**config.mk**
```make
export PLATFORM = sky130hd
export DESIGN_NAME = sprite_tile_writer
export DESIGN_NICKNAME = d
export VERILOG_FILES = /design/src/rtl/sprite_pkg.sv /design/src/rtl/tile_addr_counter.sv /design/src/rtl/sprite_tile_writer.sv
export SDC_FILE = /design/constraint.sdc
export NUM_CORES = 1
export LEC_CHECK = 0
export CAP_MARGIN = 30
export CORE_ASPECT_RATIO = 0.8
export CORE_UTILIZATION = 35
export DETAILED_ROUTE_END_ITERATION = 10
export PLACE_DENSITY = 0.7
export SYNTH_ARGS = -nofsm -noshare
export SYNTH_HDL_FRONTEND = slang
export SYNTH_HIERARCHICAL = 1
export SYNTH_SLANG_ARGS = --single-unit
export TNS_END_PERCENT = 50
```
**constraint.sdc**
```tcl
create_clock -name pixel_clk_in -period 2.39 [get_ports pixel_clk_in]
set_clock_uncertainty 0.05 [all_clocks]
set_input_delay 0.478 -clock pixel_clk_in [delete_from_list [all_inputs] [get_ports pixel_clk_in]]
set_output_delay 0.478 -clock pixel_clk_in [all_outputs]
set_load 0.005 [all_outputs]
```
**src/rtl/sprite_pkg.sv**
```systemverilog
// Shared sprite image constants and the tile writer state type.
// Imported by both the sprite renderer and the tile writer.
package sprite_pkg;

  localparam int SPRITE_WIDTH    = 16;
  localparam int TILE_HEIGHT     = 16;
  localparam int TILE_PIXELS     = SPRITE_WIDTH * TILE_HEIGHT;
  localparam int NUM_TILES       = 37;
  localparam int IMAGE_RAM_DEPTH = NUM_TILES * TILE_PIXELS;
  localparam int IMAGE_ADDR_W    = $clog2(IMAGE_RAM_DEPTH);

  typedef enum logic [1:0] {
    IDLE,
    LOAD,
    DONE
  } tile_wr_state_t;

endpackage

```
**src/rtl/tile_addr_counter.sv**
```systemverilog
// Column/row position counter for a tile walk.
// It raises a last flag at the bottom-right pixel.
module tile_addr_counter #(
  parameter int COL_W = 4,
  parameter int ROW_W = 4
) (
  input  logic             clk,
  input  logic             rst,
  input  logic             clear,
  input  logic             advance,
  output logic [COL_W-1:0] col,
  output logic [ROW_W-1:0] row,
  output logic             last
);

  // NOTE: sequential state uses non-blocking assignments so every flop samples pre-edge values.
  always_ff @(posedge clk) begin
    if (rst || clear) begin
      col <= '0;
      row <= '0;
    end else if (advance) begin
      col <= col + 1'b1;
      if (&col) row <= row + 1'b1;
    end
  end

  assign last = (&col) & (&row);

endmodule

```
**src/rtl/sprite_tile_writer.sv**
```systemverilog
// Streams one tile of palette indices into the sprite image RAM write port.
// The tile layout is tile_index*pixels_per_tile + row*WIDTH + col.
module sprite_tile_writer #(
  parameter int WIDTH       = 16,
  parameter int TILE_HEIGHT = 16,
  parameter int NUM_TILES   = 37,
  parameter int DATA_WIDTH  = 8
) (
  input  logic                                              pixel_clk_in,
  input  logic                                              rst_in,
  input  logic                                              start_in,
  input  logic [5:0]                                        tile_index_in,
  input  logic                                              pixel_valid_in,
  input  logic [DATA_WIDTH-1:0]                             pixel_data_in,
  output logic                                              pixel_ready_out,
  output logic [$clog2(NUM_TILES*WIDTH*TILE_HEIGHT)-1:0]    ram_addr_out,
  output logic [DATA_WIDTH-1:0]                             ram_data_out,
  output logic                                              ram_we_out,
  output logic                                              busy_out,
  output logic                                              done_out,
  output logic                                              error_out
);

  import sprite_pkg::*;

  localparam int ADDR_W    = $clog2(NUM_TILES * WIDTH * TILE_HEIGHT);
  localparam int COL_W     = $clog2(WIDTH);
  localparam int ROW_W     = $clog2(TILE_HEIGHT);
  localparam int PIX_SHIFT = COL_W + ROW_W;

  tile_wr_state_t    state_q, state_d;
  logic [ADDR_W-1:0] base_q;
  logic [COL_W-1:0]  col;
  logic [ROW_W-1:0]  row;
  logic              last;
  logic              handshake;
  logic              tile_ok;
  logic              start_ok;
  logic [ADDR_W-1:0] pixel_addr;

  assign tile_ok   = 32'(tile_index_in) < NUM_TILES;
  assign start_ok  = (state_q == IDLE) && start_in && tile_ok;
  assign handshake = pixel_valid_in & pixel_ready_out;

  // Power-of-two geometry makes row*WIDTH + col a plain concatenation.
  assign pixel_addr = base_q + ADDR_W'({row, col});

  tile_addr_counter #(
    .COL_W(COL_W),
    .ROW_W(ROW_W)
  ) u_counter (
    .clk    (pixel_clk_in),
    .rst    (rst_in),
    .clear  (state_q != LOAD),
    .advance(handshake),
    .col    (col),
    .row    (row),
    .last   (last)
  );

  always_ff @(posedge pixel_clk_in) begin
    if (rst_in) state_q <= IDLE;
    else        state_q <= state_d;
  end

  // NOTE: every signal written here gets a default first so no latch is inferred.
  always_comb begin
    state_d         = state_q;
    pixel_ready_out = 1'b0;
    busy_out        = 1'b0;
    done_out        = 1'b0;
    unique case (state_q)
      IDLE: if (start_ok) state_d = LOAD;
      LOAD: begin
        pixel_ready_out = 1'b1;
        busy_out        = 1'b1;
        if (handshake && last) state_d = DONE;
      end
      DONE: begin
        busy_out = 1'b1;
        done_out = 1'b1;
        state_d  = IDLE;
      end
      default: state_d = IDLE;
    endcase
  end

  always_ff @(posedge pixel_clk_in) begin
    if (rst_in) begin
      base_q       <= '0;
      ram_addr_out <= '0;
      ram_data_out <= '0;
      ram_we_out   <= 1'b0;
      error_out    <= 1'b0;
    end else begin
      ram_we_out <= handshake;
      error_out  <= (state_q == IDLE) && start_in && !tile_ok;
      if (start_ok) base_q <= ADDR_W'(tile_index_in) << PIX_SHIFT;
      if (handshake) begin
        ram_addr_out <= pixel_addr;
        ram_data_out <= pixel_data_in;
      end
    end
  end

endmodule

```
After elaboration in Yosys (flattened, before gate mapping). Cells that the tools add are included.

Register bits: 40. Bits of input ports: 18. Output and inout port bits: 27. Logic and storage cells: 37.

$add $sub $neg: 3. Magnitude comparators: 1. Eq/ne operators: 5. Multiplexer cells: 6. Bitwise gates (word level): 2. Reduce and logical (&&, ||, !) cells: 12.

Operators with widths (number): $add 14x8->14 (1); $add 4x1->4 const B (2); $reduce_and 4->1 (2); $lt 6x6->1 const B (1); $reduce_and 5->1 (1); $logic_and 1x1->1 (4); $mux 2 (2); $ne 2x2->1 const B (2); $pmux 2 s2 (1); $mux 1 (3); $and 1x1->1 (2); $eq 2x1->1 const B (1); $eq 2x2->1 const B (1); $logic_not 2->1 (1); $ne 2x1->1 const B (1); $reduce_and 2->1 (1); $reduce_or 2->1 (1); $logic_not 1->1 (1); $logic_or 1x1->1 (1).

Depth between registers and ports, before layout.
Depth after elaboration: 6. Depth in mapped cells: 8. Gate-level depth less buffers: 7.

Hierarchy. Netlist, hierarchy kept.

Modules (own cells, without submodules): sprite_tile_writer (instances 1, cells each 142, area each 1233.7 µm², sequential area each 640.6 µm²); tile_addr_counter (instances 1, cells each 38, area each 359.1 µm², sequential area each 160.2 µm²).

Worst setup path after synthesis. No wires, ideal clock.

Path type: register to register. Start: reg state_q[1]. End: reg u_counter.row[3]. Library setup time: 70 ps. Data arrival time: 1663 ps. Data required time: 2270 ps. Slack: 607 ps. Cell stages (with the launch flop): 9. Buffers on the path: 1. Clock period less this slack: 1783 ps. Cells stage by stage: dfxtp_1 inv_1 ha_1 nand2_1 inv_2 buf_2 nand4_4 or3_1 a21oi_1.

Cells in the longest elaborated chain, start to end: 4. Elaborated cells on any way between the ends: 6. Those cells by class: eq/ne: 2; mux: 1; bitwise: 1; reduce/logical: 2.

Ends and longest elaborated chain: start: declaration (line sprite_tile_writer.sv:31) `tile_wr_state_t state_q, state_d;`; start signal: assignment (line sprite_tile_writer.sv:63) `else state_q <= state_d;`; $eq 2x1->1 (line sprite_tile_writer.sv:72) `unique case (state_q)`; $mux 1 (line sprite_tile_writer.sv:72); net pixel_ready_out (line sprite_tile_writer.sv:15) `output logic pixel_ready_out,`; $and 1x1->1 (line sprite_tile_writer.sv:43) `assign handshake = pixel_valid_in & pixel_ready_out;`; net handshake (line sprite_tile_writer.sv:36) `logic handshake;`; $reduce_and 5->1 (no line); end signal: assignment (line tile_addr_counter.sv:23) `if (&col) row <= row + 1'b1;`; end: declaration (line tile_addr_counter.sv:12) `output logic [ROW_W-1:0] row,`.

The timed path passes the listed nets, and every way through them passes these cells. A chain may end at the register's enable or synchronous reset.

Final worst setup path.
Start: reg state_q[1]. End: out busy_out.

Cells in the longest elaborated chain, start to end: 3. Elaborated cells on any way between the ends: 4. Those cells by class: eq/ne: 2; mux: 1; reduce/logical: 1.

Ends and longest elaborated chain: $eq 2x1->1 / $eq 2x2->1 (equally long branches) (line sprite_tile_writer.sv:72); $reduce_or 2->1 (no line) *; $mux 1 * (line sprite_tile_writer.sv:72); end: declaration (line sprite_tile_writer.sv:19) `output logic busy_out,`.

Mark *: on every way between the ends. The rest lies on a longest branch, timed or not.

==> impl_metrics.env <==
export IMPL_grt_pass1_wl_um=5450
export IMPL_die_w_um=77.4
export IMPL_crit_path_max_fanout=3
export IMPL_finalCriticalPeriod_ns=2.04
export IMPL_slew_headroom_pct=80.2
export IMPL_viasPerCell=4.59
export IMPL_drive_gt1_share_pct=8.81
export IMPL_power_mw=1.32
export IMPL_cts_resized=0
export IMPL_num_vias=1304
export IMPL_dp_final_hpwl_um=2340
export IMPL_synth_cell_type_count=26
export IMPL_finalHoldViolCount=0
export IMPL_critPathLaunchType="flop"
export IMPL_crit_family="buffers and inverters"
export IMPL_p_seq_share_pct=52.4
export IMPL_yosys_top_cells_area="dfxtp_1, nand2_1, a21oi_1, mux2i_1, ha_1"
export IMPL_status="complete, no violations"
export IMPL_crit_type="reg2out"
export IMPL_top_level_ports=45
export IMPL_power_density_nw_per_um2=602
export IMPL_critPathArrivalTime_ns=1.51
export IMPL_crit_chain="inv_1 > ha_1 > clkdlybuf4s50_1"
export IMPL_max_freq_ghz=0.491
export IMPL_p_clk_share_pct=35.4
export IMPL_regArea_um2=801
export IMPL_tightestPinTransition_ns=0.296
export IMPL_tns_ns=0
export IMPL_ys_flop_type="dfxtp_1"
export IMPL_yosysSeqAreaShare_pct=50.3
export IMPL_clk_latency_ns=0.28
export IMPL_syn_avg_cell_area_um2=8.85
export IMPL_fin_util_pct=51.3
export IMPL_synthCells=180
export IMPL_core_area_um2=4280
export IMPL_yosysMostFrequentCell="nand2_1"
export IMPL_grt_use_total_pct=14.2
export IMPL_min_path_type="reg2reg"
export IMPL_dieArea_um2=4830
export IMPL_drt_iter0_markers=79
export IMPL_yosysWarnings=6
export IMPL_start_util_pct=37.2
export IMPL_cap_violations=0
export IMPL_worstSetupEndpointType="output port"
export IMPL_synth_top_area_share_pct=50.3
export IMPL_cts_buffers=5
export IMPL_intPower_mw=1.02
export IMPL_antenna_found_initial=0
export IMPL_fin_crit_sh_pct=85.2
export IMPL_ys_async_sr_fraction_pct=0
export IMPL_critPathMaxStageDelay_ns=0.49
export IMPL_crit_buf_inv=2
export IMPL_cts_tree="yes"
export IMPL_comb_power_share_pct=12.2
export IMPL_setup_violations=0
export IMPL_grt_max_degree=27
export IMPL_ir_drop_uv=228
export IMPL_wirelength_um=3250
export IMPL_leakage_nw=0.797
export IMPL_grt_overflow_total=0
export IMPL_grt_setup_unrepaired="no"
export IMPL_netSwitchingPower_mw=0.299
export IMPL_nNetsFinal=251
export IMPL_hold_buffers=0
export IMPL_route_detailed_drc=0
export IMPL_synth_top_area_cell="dfxtp_1"
export IMPL_root_buffer="clkbuf_8"
export IMPL_synth_nets=204
export IMPL_ys_seq_elements=40
export IMPL_fillCellCount=399
export IMPL_rows=21
export IMPL_ys_top_cells_by_count="nand2_1, dfxtp_1, a21oi_1"
export IMPL_syn_to_final_growth_pct=37.9
export IMPL_htreeDepth=2
export IMPL_syn_area_um2=1590
export IMPL_dr_pass1_iters=4
export IMPL_clock_path_buffers=2
export IMPL_synth_edf_count=0
export IMPL_portBuffers=44
export IMPL_maxSlewViolCount=0
export IMPL_p_sw_share_pct=22.6
export IMPL_diodes=0
export IMPL_postCtsSetupBuffers=0
export IMPL_dieHeight_um=62.3
export IMPL_cp_required_ns=1.86
export IMPL_slowest_stage="clkdlybuf4s50_1"
export IMPL_grt_pass1_vias=1215
export IMPL_wl_per_cell_um=11.5
export IMPL_place_congestion=0.663
export IMPL_antenna_left=0
export IMPL_multiInputGateArea_um2=734
export IMPL_clkSlewWorstSetupHoldPaths_ns=0.07
export IMPL_cts_sinks=40
metal layers:
| metal | GRT usage [%] | wire [um] |
|---|---|---|
| met1 | 18.5 | 1660 |
| met2 | 21.9 | 1400 |
| met3 | 4.85 | 175 |
| met4 | 4.95 | 18 |
| met5 | 0 | 0 |
worst register-to-register path: stages (launching register included):
cell and delay (ns):
dfxtp_1 0.33, inv_1 0.10, ha_1 0.21, nand2_1 0.10, inv_2 0.08, buf_4 0.28, nand4_1 0.15, xor2_1 0.16
nor2_1 0.05
power by group through the flow:
stage          sequential, mW  combinational (mW)  clock, mW
6_report                0.693               0.162      0.468
5_1_grt                 0.694               0.178      0.515
4_1_cts                 0.693               0.164      0.485
3_5_place_dp            0.708               0.163          0
3_3_place_gp            0.708               0.161          0
2_1_floorplan           0.708              0.0838          0
sequential cells by signal (all words and copies together) (netlist names):
register and count:
u_counter/col 4, state_q 2, ram_addr_out 14, ram_we_out 1, error_out 1, base_q 6, u_counter/row 4, ram_data_out 8
per-stage QoR:
step	setup slack, ns	instance area (um^2)	std cells	hold WS [ns]
finish	0.353	2200	284	0.404
global route	0.271	2200	284	0.427
CTS	0.340	2200	284	0.408
detailed placement	0.446	2100	277	0.398
global placement	0.494	2100	277	0.389
floorplan	0.607	1590	180	0.382
final timing paths:
path,start,end,slack [ns],cells after the start
worst max-delay path,state_q[1],busy_out,0.35,3
worst min-delay path,ram_data_out[6],ram_data_out[6],0.40,2
worst max register to register,state_q[1],u_counter/col[3],0.77,8
worst min register to register,ram_data_out[6],ram_data_out[6],0.40,2
logic make-up after synthesis:
kind of cell             share of synthesized area, %
AO/OA/AOI/OAI                                    12.6
XOR/XNOR                                         2.20
adder cells (fa/ha/maj)                          4.71
buffers and inverters                            3.61
flip-flops                                       50.3
multiplexers                                     5.03
AND/OR/NAND/NOR                                  21.5
layout make-up:
type	instances	share of cell area, %
well taps	57	3.25
clock buffers	7	4.39
flip-flops and latches	40	36.5
multi-input cells	126	33.4
inverters	6	1.03
repair buffers	48	21.4
placed cells by master (no fill, tap or decap):
master | synthesis | routed
xor2_1 | 3 | 3
clkdlybuf4s50_1 | 0 | 44
a21oi_2 | 1 | 1
nand3_1 | 2 | 2
xnor2_1 | 1 | 1
nand2_1 | 48 | 48
nand4_1 | 2 | 2
nand4_4 | 2 | 2
or2_2 | 1 | 1
o21a_1 | 1 | 1
nor2_1 | 15 | 15
o21ai_0 | 2 | 2
a211oi_1 | 1 | 1
dfxtp_1 | 40 | 40
o211ai_4 | 1 | 1
ha_1 | 6 | 6
o21ai_2 | 1 | 1
a211oi_2 | 1 | 1
or3_1 | 2 | 2
nor3_2 | 1 | 1
nand2b_1 | 2 | 2
buf_4 | 0 | 4
a21oi_1 | 25 | 25
inv_2 | 1 | 1
clkbuf_8 | 0 | 7
mux2i_1 | 8 | 8
inv_1 | 5 | 5
Note: power is estimated with default switching activity, not from simulation.
